### config.mk
export PLATFORM = sky130hd
export DESIGN_NAME = control_sequencer
export DESIGN_NICKNAME = d
export VERILOG_FILES = /design/src/rtl/control_sequencer.sv
export SDC_FILE = /design/constraint.sdc
export NUM_CORES = 1
export LEC_CHECK = 0
export ABC_AREA = 1
export BUFFER_PORTS_ARGS = -buffer_cell sky130_fd_sc_hd__clkbuf_2
export CORE_UTILIZATION = 46
export CTS_CLUSTER_DIAMETER = 40
export DETAILED_ROUTE_END_ITERATION = 16
export PLACE_DENSITY = 0.76
export REMOVE_ABC_BUFFERS = 1
export SYNTH_ARGS = -nofsm -noshare
export SYNTH_HDL_FRONTEND = slang
export SYNTH_SLANG_ARGS = --single-unit
### constraint.sdc
create_clock -name clk -period 2.1 [get_ports clk]
set_clock_uncertainty 0.2 [all_clocks]
set_input_delay 0.105 -clock clk [delete_from_list [all_inputs] [get_ports clk]]
set_output_delay 0.105 -clock clk [all_outputs]
set_load 0.02 [all_outputs]
### src/rtl/control_sequencer.sv
// Hardwired Mini SRC control unit: common fetch (T0-T2) then an opcode-specific execute sequence.
// Define CONTROL_SEQ_MULDIV_EN to add the mul/div execute sequence; otherwise both decode as nop.
module control_sequencer #(
    parameter logic [4:0] ADD_OP = 5'b00011
) (
    input  logic        clk,
    input  logic        clr,
    input  logic [31:0] IR,
    input  logic        CON_FF,
    input  logic        Stop,
    output logic        PCout,
    output logic        Zlowout,
    output logic        ZHighout,
    output logic        HIout,
    output logic        LOout,
    output logic        InPortout,
    output logic        Cout,
    output logic        MDRout,
    output logic        PCin,
    output logic        IRin,
    output logic        MARin,
    output logic        MDRin,
    output logic        Yin,
    output logic        HIin,
    output logic        LOin,
    output logic        ZHIin,
    output logic        ZLOin,
    output logic        CONin,
    output logic        OutPortin,
    output logic        Gra,
    output logic        Grb,
    output logic        Grc,
    output logic        Rin,
    output logic        Rout,
    output logic        BAout,
    output logic        IncPC,
    output logic        Read,
    output logic        Write,
    output logic [4:0]  operation,
    output logic        Run,
    output logic [4:0]  dbg_state
);

    localparam logic [4:0] OP_LD   = 5'b00000, OP_LDI  = 5'b00001, OP_ST   = 5'b00010;
    localparam logic [4:0] OP_ADD  = 5'b00011, OP_SUB  = 5'b00100, OP_AND  = 5'b00101;
    localparam logic [4:0] OP_OR   = 5'b00110, OP_ROR  = 5'b00111, OP_ROL  = 5'b01000;
    localparam logic [4:0] OP_SHR  = 5'b01001, OP_SHRA = 5'b01010, OP_SHL  = 5'b01011;
    localparam logic [4:0] OP_ADDI = 5'b01100, OP_ANDI = 5'b01101, OP_ORI  = 5'b01110;
    localparam logic [4:0] OP_DIV  = 5'b01111, OP_MUL  = 5'b10000, OP_NEG  = 5'b10001;
    localparam logic [4:0] OP_NOT  = 5'b10010, OP_BR   = 5'b10011, OP_JR   = 5'b10100;
    localparam logic [4:0] OP_IN   = 5'b10110, OP_OUT  = 5'b10111, OP_MFHI = 5'b11000;
    localparam logic [4:0] OP_MFLO = 5'b11001, OP_HALT = 5'b11011;

    typedef enum logic [4:0] {
        S_T0, S_T1, S_T2,
        S_ALU_T3, S_ALU_T4R, S_ALU_T4I, S_ALU_T5,
        S_NEG_T3, S_NEG_T4,
        S_ADR_T3, S_ADR_T4, S_ADR_T5,
        S_LD_T6, S_LD_T7, S_ST_T6, S_ST_T7,
        S_BR_T3, S_BR_T4, S_BR_T5, S_BR_T6,
        S_JR_T3, S_IN_T3, S_OUT_T3, S_MFHI_T3, S_MFLO_T3,
        S_MD_T3, S_MD_T4, S_MD_T5, S_MD_T6,
        S_HALT
    } state_t;

    typedef struct packed {
        logic       pc_out, zlow_out, zhigh_out, hi_out, lo_out, inport_out, c_out, mdr_out;
        logic       pc_in, ir_in, mar_in, mdr_in, y_in, hi_in, lo_in, zhi_in, zlo_in, con_in, outport_in;
        logic       gra, grb, grc, r_in, r_out, ba_out;
        logic       inc_pc, read, write;
        logic [4:0] operation;
    } ctrl_t;

    state_t     state;
    state_t     next_state;
    state_t     last_next;
    ctrl_t      ctrl_q;
    ctrl_t      ctrl_out;
    logic       run_q;
    logic [4:0] opcode;
    logic       is_imm;
    logic       unused_ir;

    assign opcode    = IR[31:27];
    assign unused_ir = ^IR[26:0];
    assign is_imm    = (opcode == OP_ADDI) || (opcode == OP_ANDI) || (opcode == OP_ORI);
    assign last_next = Stop ? S_HALT : S_T0;

    function automatic logic [4:0] imm_code(input logic [4:0] op);
        case (op)
            OP_ANDI: imm_code = OP_AND;
            OP_ORI:  imm_code = OP_OR;
            default: imm_code = OP_ADD;
        endcase
    endfunction

    always_comb begin
        next_state = S_T0;
        case (state)
            S_T0: next_state = S_T1;
            S_T1: next_state = S_T2;
            S_T2: begin
                case (opcode)
                    OP_ADD, OP_SUB, OP_AND, OP_OR, OP_ROR, OP_ROL, OP_SHR, OP_SHRA, OP_SHL,
                    OP_ADDI, OP_ANDI, OP_ORI:  next_state = S_ALU_T3;
                    OP_NEG, OP_NOT:            next_state = S_NEG_T3;
                    OP_LD, OP_LDI, OP_ST:      next_state = S_ADR_T3;
                    OP_BR:                     next_state = S_BR_T3;
                    OP_JR:                     next_state = S_JR_T3;
                    OP_IN:                     next_state = S_IN_T3;
                    OP_OUT:                    next_state = S_OUT_T3;
                    OP_MFHI:                   next_state = S_MFHI_T3;
                    OP_MFLO:                   next_state = S_MFLO_T3;
                    OP_HALT:                   next_state = S_HALT;
`ifdef CONTROL_SEQ_MULDIV_EN
                    OP_MUL, OP_DIV:            next_state = S_MD_T3;
`endif
                    default:                   next_state = last_next;
                endcase
            end
            S_ALU_T3:              next_state = is_imm ? S_ALU_T4I : S_ALU_T4R;
            S_ALU_T4R, S_ALU_T4I:  next_state = S_ALU_T5;
            S_NEG_T3:              next_state = S_NEG_T4;
            S_ADR_T3:              next_state = S_ADR_T4;
            // ldi finishes through the shared ALU write-back step
            S_ADR_T4:              next_state = (opcode == OP_LDI) ? S_ALU_T5 : S_ADR_T5;
            S_ADR_T5:              next_state = (opcode == OP_ST) ? S_ST_T6 : S_LD_T6;
            S_LD_T6:               next_state = S_LD_T7;
            S_ST_T6:               next_state = S_ST_T7;
            S_BR_T3:               next_state = S_BR_T4;
            S_BR_T4:               next_state = S_BR_T5;
            S_BR_T5:               next_state = S_BR_T6;
            S_MD_T3:               next_state = S_MD_T4;
            S_MD_T4:               next_state = S_MD_T5;
            S_MD_T5:               next_state = S_MD_T6;
            S_HALT:                next_state = S_HALT;
            S_ALU_T5, S_NEG_T4, S_LD_T7, S_ST_T7, S_BR_T6, S_JR_T3, S_IN_T3,
            S_OUT_T3, S_MFHI_T3, S_MFLO_T3, S_MD_T6:
                                   next_state = last_next;
            default:               next_state = S_T0;
        endcase
    end

    function automatic ctrl_t decode(input state_t s, input logic [4:0] op);
        ctrl_t c;
        c = '0;
        case (s)
            S_T0:      begin c.pc_out = 1'b1; c.mar_in = 1'b1; c.inc_pc = 1'b1; c.zlo_in = 1'b1; end
            S_T1:      begin c.zlow_out = 1'b1; c.pc_in = 1'b1; c.read = 1'b1; c.mdr_in = 1'b1; end
            S_T2:      begin c.mdr_out = 1'b1; c.ir_in = 1'b1; end
            S_ALU_T3:  begin c.grb = 1'b1; c.r_out = 1'b1; c.y_in = 1'b1; end
            S_ALU_T4R: begin c.grc = 1'b1; c.r_out = 1'b1; c.operation = op; c.zlo_in = 1'b1; end
            S_ALU_T4I: begin c.c_out = 1'b1; c.operation = imm_code(op); c.zlo_in = 1'b1; end
            S_ALU_T5,
            S_NEG_T4:  begin c.zlow_out = 1'b1; c.gra = 1'b1; c.r_in = 1'b1; end
            S_NEG_T3:  begin c.grb = 1'b1; c.r_out = 1'b1; c.operation = op; c.zlo_in = 1'b1; end
            S_ADR_T3:  begin c.grb = 1'b1; c.ba_out = 1'b1; c.y_in = 1'b1; end
            S_ADR_T4:  begin c.c_out = 1'b1; c.operation = ADD_OP; c.zlo_in = 1'b1; end
            S_ADR_T5:  begin c.zlow_out = 1'b1; c.mar_in = 1'b1; end
            S_LD_T6:   begin c.read = 1'b1; c.mdr_in = 1'b1; end
            S_LD_T7:   begin c.mdr_out = 1'b1; c.gra = 1'b1; c.r_in = 1'b1; end
            S_ST_T6:   begin c.gra = 1'b1; c.r_out = 1'b1; c.mdr_in = 1'b1; end
            S_ST_T7:   c.write = 1'b1;
            S_BR_T3:   begin c.gra = 1'b1; c.r_out = 1'b1; c.con_in = 1'b1; end
            S_BR_T4:   begin c.pc_out = 1'b1; c.y_in = 1'b1; end
            S_BR_T5:   begin c.c_out = 1'b1; c.operation = ADD_OP; c.zlo_in = 1'b1; end
            S_BR_T6:   c.zlow_out = 1'b1;
            S_JR_T3:   begin c.gra = 1'b1; c.r_out = 1'b1; c.pc_in = 1'b1; end
            S_IN_T3:   begin c.inport_out = 1'b1; c.gra = 1'b1; c.r_in = 1'b1; end
            S_OUT_T3:  begin c.gra = 1'b1; c.r_out = 1'b1; c.outport_in = 1'b1; end
            S_MFHI_T3: begin c.hi_out = 1'b1; c.gra = 1'b1; c.r_in = 1'b1; end
            S_MFLO_T3: begin c.lo_out = 1'b1; c.gra = 1'b1; c.r_in = 1'b1; end
`ifdef CONTROL_SEQ_MULDIV_EN
            S_MD_T3:   begin c.gra = 1'b1; c.r_out = 1'b1; c.y_in = 1'b1; end
            S_MD_T4:   begin
                c.grb = 1'b1; c.r_out = 1'b1; c.operation = op; c.zhi_in = 1'b1; c.zlo_in = 1'b1;
            end
            S_MD_T5:   begin c.zlow_out = 1'b1; c.lo_in = 1'b1; end
            S_MD_T6:   begin c.zhigh_out = 1'b1; c.hi_in = 1'b1; end
`endif
            default:   c = '0;
        endcase
        return c;
    endfunction

    always_ff @(posedge clk) begin
        if (!clr) begin
            state  <= S_T0;
            ctrl_q <= decode(S_T0, opcode);
            run_q  <= 1'b1;
        end else begin
            state  <= next_state;
            ctrl_q <= decode(next_state, opcode);
            run_q  <= (next_state != S_HALT);
        end
    end

    // Holding clr low forces every control quiet, even though state already sits at T0.
    assign ctrl_out  = clr ? ctrl_q : '0;
    assign Run       = clr & run_q;
    assign dbg_state = state;

    assign PCout     = ctrl_out.pc_out;
    assign Zlowout   = ctrl_out.zlow_out;
    assign ZHighout  = ctrl_out.zhigh_out;
    assign HIout     = ctrl_out.hi_out;
    assign LOout     = ctrl_out.lo_out;
    assign InPortout = ctrl_out.inport_out;
    assign Cout      = ctrl_out.c_out;
    assign MDRout    = ctrl_out.mdr_out;
    assign PCin      = ctrl_out.pc_in | (clr & (state == S_BR_T6) & CON_FF);
    assign IRin      = ctrl_out.ir_in;
    assign MARin     = ctrl_out.mar_in;
    assign MDRin     = ctrl_out.mdr_in;
    assign Yin       = ctrl_out.y_in;
    assign HIin      = ctrl_out.hi_in;
    assign LOin      = ctrl_out.lo_in;
    assign ZHIin     = ctrl_out.zhi_in;
    assign ZLOin     = ctrl_out.zlo_in;
    assign CONin     = ctrl_out.con_in;
    assign OutPortin = ctrl_out.outport_in;
    assign Gra       = ctrl_out.gra;
    assign Grb       = ctrl_out.grb;
    assign Grc       = ctrl_out.grc;
    assign Rin       = ctrl_out.r_in;
    assign Rout      = ctrl_out.r_out;
    assign BAout     = ctrl_out.ba_out;
    assign IncPC     = ctrl_out.inc_pc;
    assign Read      = ctrl_out.read;
    assign Write     = ctrl_out.write;
    assign operation = ctrl_out.operation;

endmodule

### Word level (Yosys, flattened, before mapping)

Cells that the tools add are included.

| word-level totals | value |
|---|---|
| register bits | 39 |
| bits in latches | 0 |
| bits in writable memories | 0 |
| ROM bits | 0 |
| input bits | 36 |
| output and inout bits | 39 |
| word-level logic and storage cells | 171 |
| memories | 0 |

| cells by class | value |
|---|---|
| add/subtract/negate cells | 0 |
| multipliers | 0 |
| divide/modulo/power cells | 0 |
| $lt $le $gt $ge | 0 |
| equality and inequality tests | 77 |
| shift operators | 0 |
| multiplexer cells | 33 |
| bitwise operators | 4 |
| reductions and logical operators | 26 |

Operator list:

| cell | count |
|---|---|
| == test 5 bit (second input constant) | 32 |
| == test 5 x 4 -> 1 bit (second input constant) | 23 |
| case mux 5 bit (19 select lines) | 1 |
| == test 5 x 3 -> 1 bit (second input constant) | 12 |
| case mux 5 bit (10 select lines) | 1 |
| 2-to-1 mux 33 bit | 1 |
| == test 5 x 2 -> 1 bit (second input constant) | 6 |
| 2-to-1 mux 1 bit | 25 |
| OR reduction 2 bit | 9 |
| == test 5 x 1 -> 1 bit (second input constant) | 3 |
| logical NOT 5 bit | 3 |
| case mux 5 bit (3 select lines) | 1 |
| OR reduction 3 bit | 5 |
| OR reduction 12 bit | 1 |
| OR reduction 6 bit | 2 |
| OR reduction 11 bit | 1 |
| OR reduction 10 bit | 1 |
| OR reduction 7 bit | 1 |
| case mux 3 bit (2 select lines) | 1 |
| 2-to-1 mux 5 bit | 1 |
| inequality test 5 bit (second input constant) | 1 |
| OR reduction 5 bit | 1 |
| 2-to-1 mux 4 bit | 1 |
| bitwise AND 1 bit | 3 |
| 3 further kinds | 4 |

### Logic depth before layout (Yosys ltp)

| depth | value |
|---|---|
| depth after elaboration | 8 |
| mapped depth | 16 |
| depth with buffers taken out | 16 |

### Worst setup path before layout

Ideal clock, no wire load.

| timing | value |
|---|---|
| kind | flip-flop to flip-flop |
| from | register state[4] (netlist: dbg_state[4]) |
| to | register ctrl_q[9] (netlist bit) |
| library setup time | 132 ps |
| arrival time | 1856 ps |
| data required time | 1768 ps |
| slack | -88 ps |
| stages on the path, launching flop included | 14 |
| buffers on the path | 2 |
| period minus slack after synthesis | 2188 ps |
| cell sequence | dfxtp_1 > buf_4 > inv_2 > buf_6 > nand3_1 > nand2_1 > nor3_2 > nand3_1 > nor2_4 > nor2_8 > nand2_2 > nand2_4 > nor2_1 > a21oi_2 |

| on the way | value |
|---|---|
| longest elaborated chain between the ends | 6 |
| elaborated cells on any way between the ends | 42 |
| those cells by class | eq/ne: 36; mux: 2; reduce/logical: 4 |

Ends and longest elaborated chain:

| element | line | source |
|---|---|---|
| start, declared | 74 | `state_t state;` |
| start signal, assigned | 192 | `state <= next_state;` |
| == test 5 bit, or another cell as far along | 99 | `case (state)` |
| OR reduction 11 bit or OR reduction 2 bit (tied branches) | 99 |  |
| case mux 5 bit (19 select lines) (*) | 99 |  |
| == test 5 x 3 -> 1 bit, or another cell as far along | 147 | `case (s)` |
| OR reduction 7 bit (no source line) (*) | n/a |  |
| 2-to-1 mux 1 bit (*) | 147 |  |
| end signal, assigned | 189 | `ctrl_q <= decode(S_T0, opcode);` |
| end signal, assigned | 193 | `ctrl_q <= decode(next_state, opcode);` |
| end, declared | 77 | `ctrl_t ctrl_q;` |

Every way passes the cells marked *; elsewhere a longest branch is shown, timed or not.
A chain may end at the register's enable or synchronous reset.

### Worst setup path after layout

Same ends and word-level chain as after synthesis.

==> results.ini <==
[floorplanning]
num_rows = 25
ioPinCount = 75
die_h_um = 73.0
die_x_um = 73.0
start_util_pct = 48.4
coreArea_um2 = 4790
dieArea_um2 = 5330

[placed_design]
gp_congestion = 0.936
place_hpwl_mm = 4.81
place_area_um2 = 2880
port_buffers = 43

[detailed_routing]
drtPass1Iterations = 5
via_per_inst = 4.88
drc = 0
routed-via-count = 2688
post_drt_wl_per_cell_um = 12.8
drtIter0Drc = 205
ant_nets = 0
wirelength_mm = 7.06

[grt]
grt_usage_pct = 25.6
grt_overflow = 0
grt_pass1_vias = 2239
grt_start_max_net_pins = 36
antenna_found_initial = 0
grt_pass1_wl_mm = 10.4

[worst_setup_path]
path_max_fanout = 9
reg2reg_to = ctrl_q[9]
timing.rr.start = dbg_state[4]
cp_num_buf_inv = 5
crit_cells = 13
max_stage_delay_ns = 0.36
cp.required_ns = 2.12
crit_type = register to register
critPathLaunch = dbg_state[4]
cp_slowest_cell = dfxtp_4
crit_path_start_kind = register
r2r_slack_ns = -0.10
r2r_cells = 13
worstPathArrival_ns = 2.22
crit_end = ctrl_q[9]
crit_chain = buf_6 -> buf_4 -> nor3_4 -> buf_6 -> nand2_2 -> inv_2 -> nor2_4 -> buf_4 -> nor2_2 -> nand3_1 -> nand2_1 -> nor2_1 -> a21oi_2
endpoint_kind = register
critical-path-top-delay-family = simple AND/OR/NAND/NOR gates

[sta]
worst_slack_ns = -0.100
maxSlewViolCount = 0
finalCriticalPeriod_ns = 2.20
rsz0062_at_grt = yes
fmax_ghz = 0.454
finalSetupViolations = 19
fin_crit_sh_pct = 105
hold_violations = 0

[pwr]
powerDensity_nw_per_um2 = 1410
p_sw_share_pct = 46.6
internal-power_mw = 2.64
power_frac_comb_pct = 68.5
leakage_nw = 2.05
seqPwrFrac_pct = 20.0
p_switching_mw = 2.30
irDropWorstVdd_v = 0.00117
clockPowerShare_pct = 11.5

[status]
status = finished, violations left
violations = setup timing

[final_layout]
final_util_pct = 73.4
syn_to_final_growth_pct = 51.6
nets = 520
diodes = 0
postLayoutCellArea_um2 = 3510
drive_above_1_share_pct = 46.7

[worst_hold_path]
holdPathStages = 3
hp-class = primary input to register

[synthesis]
synthTopCellsByArea = dfxtp_1, nand2_1, inv_1
synth_common_cells = nand2_1, inv_1, nor2_1
yosysUniqueCellTypes = 29
syn_area_um2 = 2320
synth-edff-count = 0
ys_seq_area_share_pct = 30.2
ys_warn_count = 0
synth_top_area_share_pct = 30.2
yosys.cell_count.top_type = nand2_1
async_flop_share_pct = 0
ys_ff_latch = 35
syn_avg_cell_area_um2 = 6.11
yosysTopAreaCell = dfxtp_1
synthCells = 379
ys.flop_type = dfxtp_1

[clock_tree]
path_clk_slew_ns = 0.07
cts_sinks = 35
htreeDepth = 2
cts_buffers = 5
clock_path_buffers = 2
cts_tree = built
worstSkewPairLatency_ns = 0.28
cts_root_buffer = clkbuf_8

[run]
max_cap_violations = 0

logic make-up after synthesis:
logic type / share of synthesized area [%]
flip-flops: 30.2
other: 0.162
AND/OR/NAND/NOR: 48.9
AO/OA/AOI/OAI: 5.62
buffers and inverters: 15.1
state kept, by name, indices dropped and copies added, names as in the netlist:
| signal | flops |
|---|---|
| run_q | 1 |
| ctrl_q | 29 |
| dbg_state | 5 |
through the flow:
step	setup TNS (ns)	std cells	setup WS [ns]	power (mW)	hold WS, ns
4_1_cts	-0.0221	541	-0.00710	4.31	0.0827
5_1_grt	-3.65	551	-0.263	5.23	0.129
3_3_place_gp	-3.11	524	-0.196	3.23	0.227
2_1_floorplan	-0.800	369	-0.108	2.31	-0.00669
6_report	-0.949	551	-0.100	4.94	0.0973
3_5_place_dp	-3.46	524	-0.251	3.25	0.223
per-layer routing:
| layer | vias to the layer above | routed length (um) | share of wire, % | global-route usage (%) |
|---|---|---|---|---|
| met5 | - | 0 | 0 | 0 |
| met4 | 0 | 79 | 1.1 | 6.75 |
| met3 | 12 | 451 | 6.4 | 4.14 |
| met2 | 113 | 3550 | 50 | 44.7 |
| met1 | 1194 | 2980 | 42 | 32.8 |
| li1 | 1369 | - | - | - |
power groups by stage:
stage	Sequential, mW	Clock (mW)	Combinational (mW)
2_1_floorplan	0.978	0	1.33
3_3_place_gp	0.937	0	2.30
3_5_place_dp	0.944	0	2.30
4_1_cts	0.978	0.572	2.76
5_1_grt	1.01	0.600	3.63
6_report	0.989	0.568	3.38
placed cells by master (no fill, tap or decap), types with 2 or more instances in the layout:
master / n
a21oi_1: 7
a21oi_2: 4
buf_4: 55
buf_6: 5
clkbuf_2: 43
clkbuf_8: 5
conb_1: 4
dfxtp_1: 30
dfxtp_4: 5
dlygate4sd3_1: 5
inv_1: 50
inv_2: 17
inv_4: 4
nand2_1: 81
nand2_2: 17
nand2_4: 8
nand3_1: 23
nand3_2: 15
nand3_4: 3
nand4_1: 10
nor2_1: 36
nor2_2: 16
nor2_4: 20
nor3_1: 2
nor3_2: 2
o21ai_1: 4
layout make-up:
class,instances,area (um2)
clock buffers,6,72.6
multi-input cells,263,1600
inverters,71,277
flip-flops and latches,35,719
fillers,387,1270
clock inverters,1,30.0
well taps,67,83.8
repair buffers,108,734
worst min path at each step:
stage	startpoint	to	slack, ns
2_1_floorplan	clr	ctrl_q[7]	-0.007
3_3_place_gp	IR[31]	ctrl_q[4]	0.23
3_5_place_dp	IR[31]	ctrl_q[4]	0.22
4_1_cts	clr	ctrl_q[27]	0.08
5_1_grt	clr	ctrl_q[27]	0.13
6_report	clr	ctrl_q[27]	0.1
worst register-to-register path, delay by kind of cell, from the launching register on:
kind | cells | cell delay [ns]
and+or+nand+nor | 7 | 0.84
buffers and inverters | 5 | 0.66
DFF | 1 | 0.36
AOI/OAI and AO/OA | 1 | 0.10
what timing repair did:
item	in CTS	in global routing
cloned	0	0
resized for setup	62	45
setup endpoints to repair	26	26
pin swaps	15	29
buffers inserted	5	10
hold endpoints to repair	5	0
hold buffers	5	0
Power figures use the tool's default switching activity.
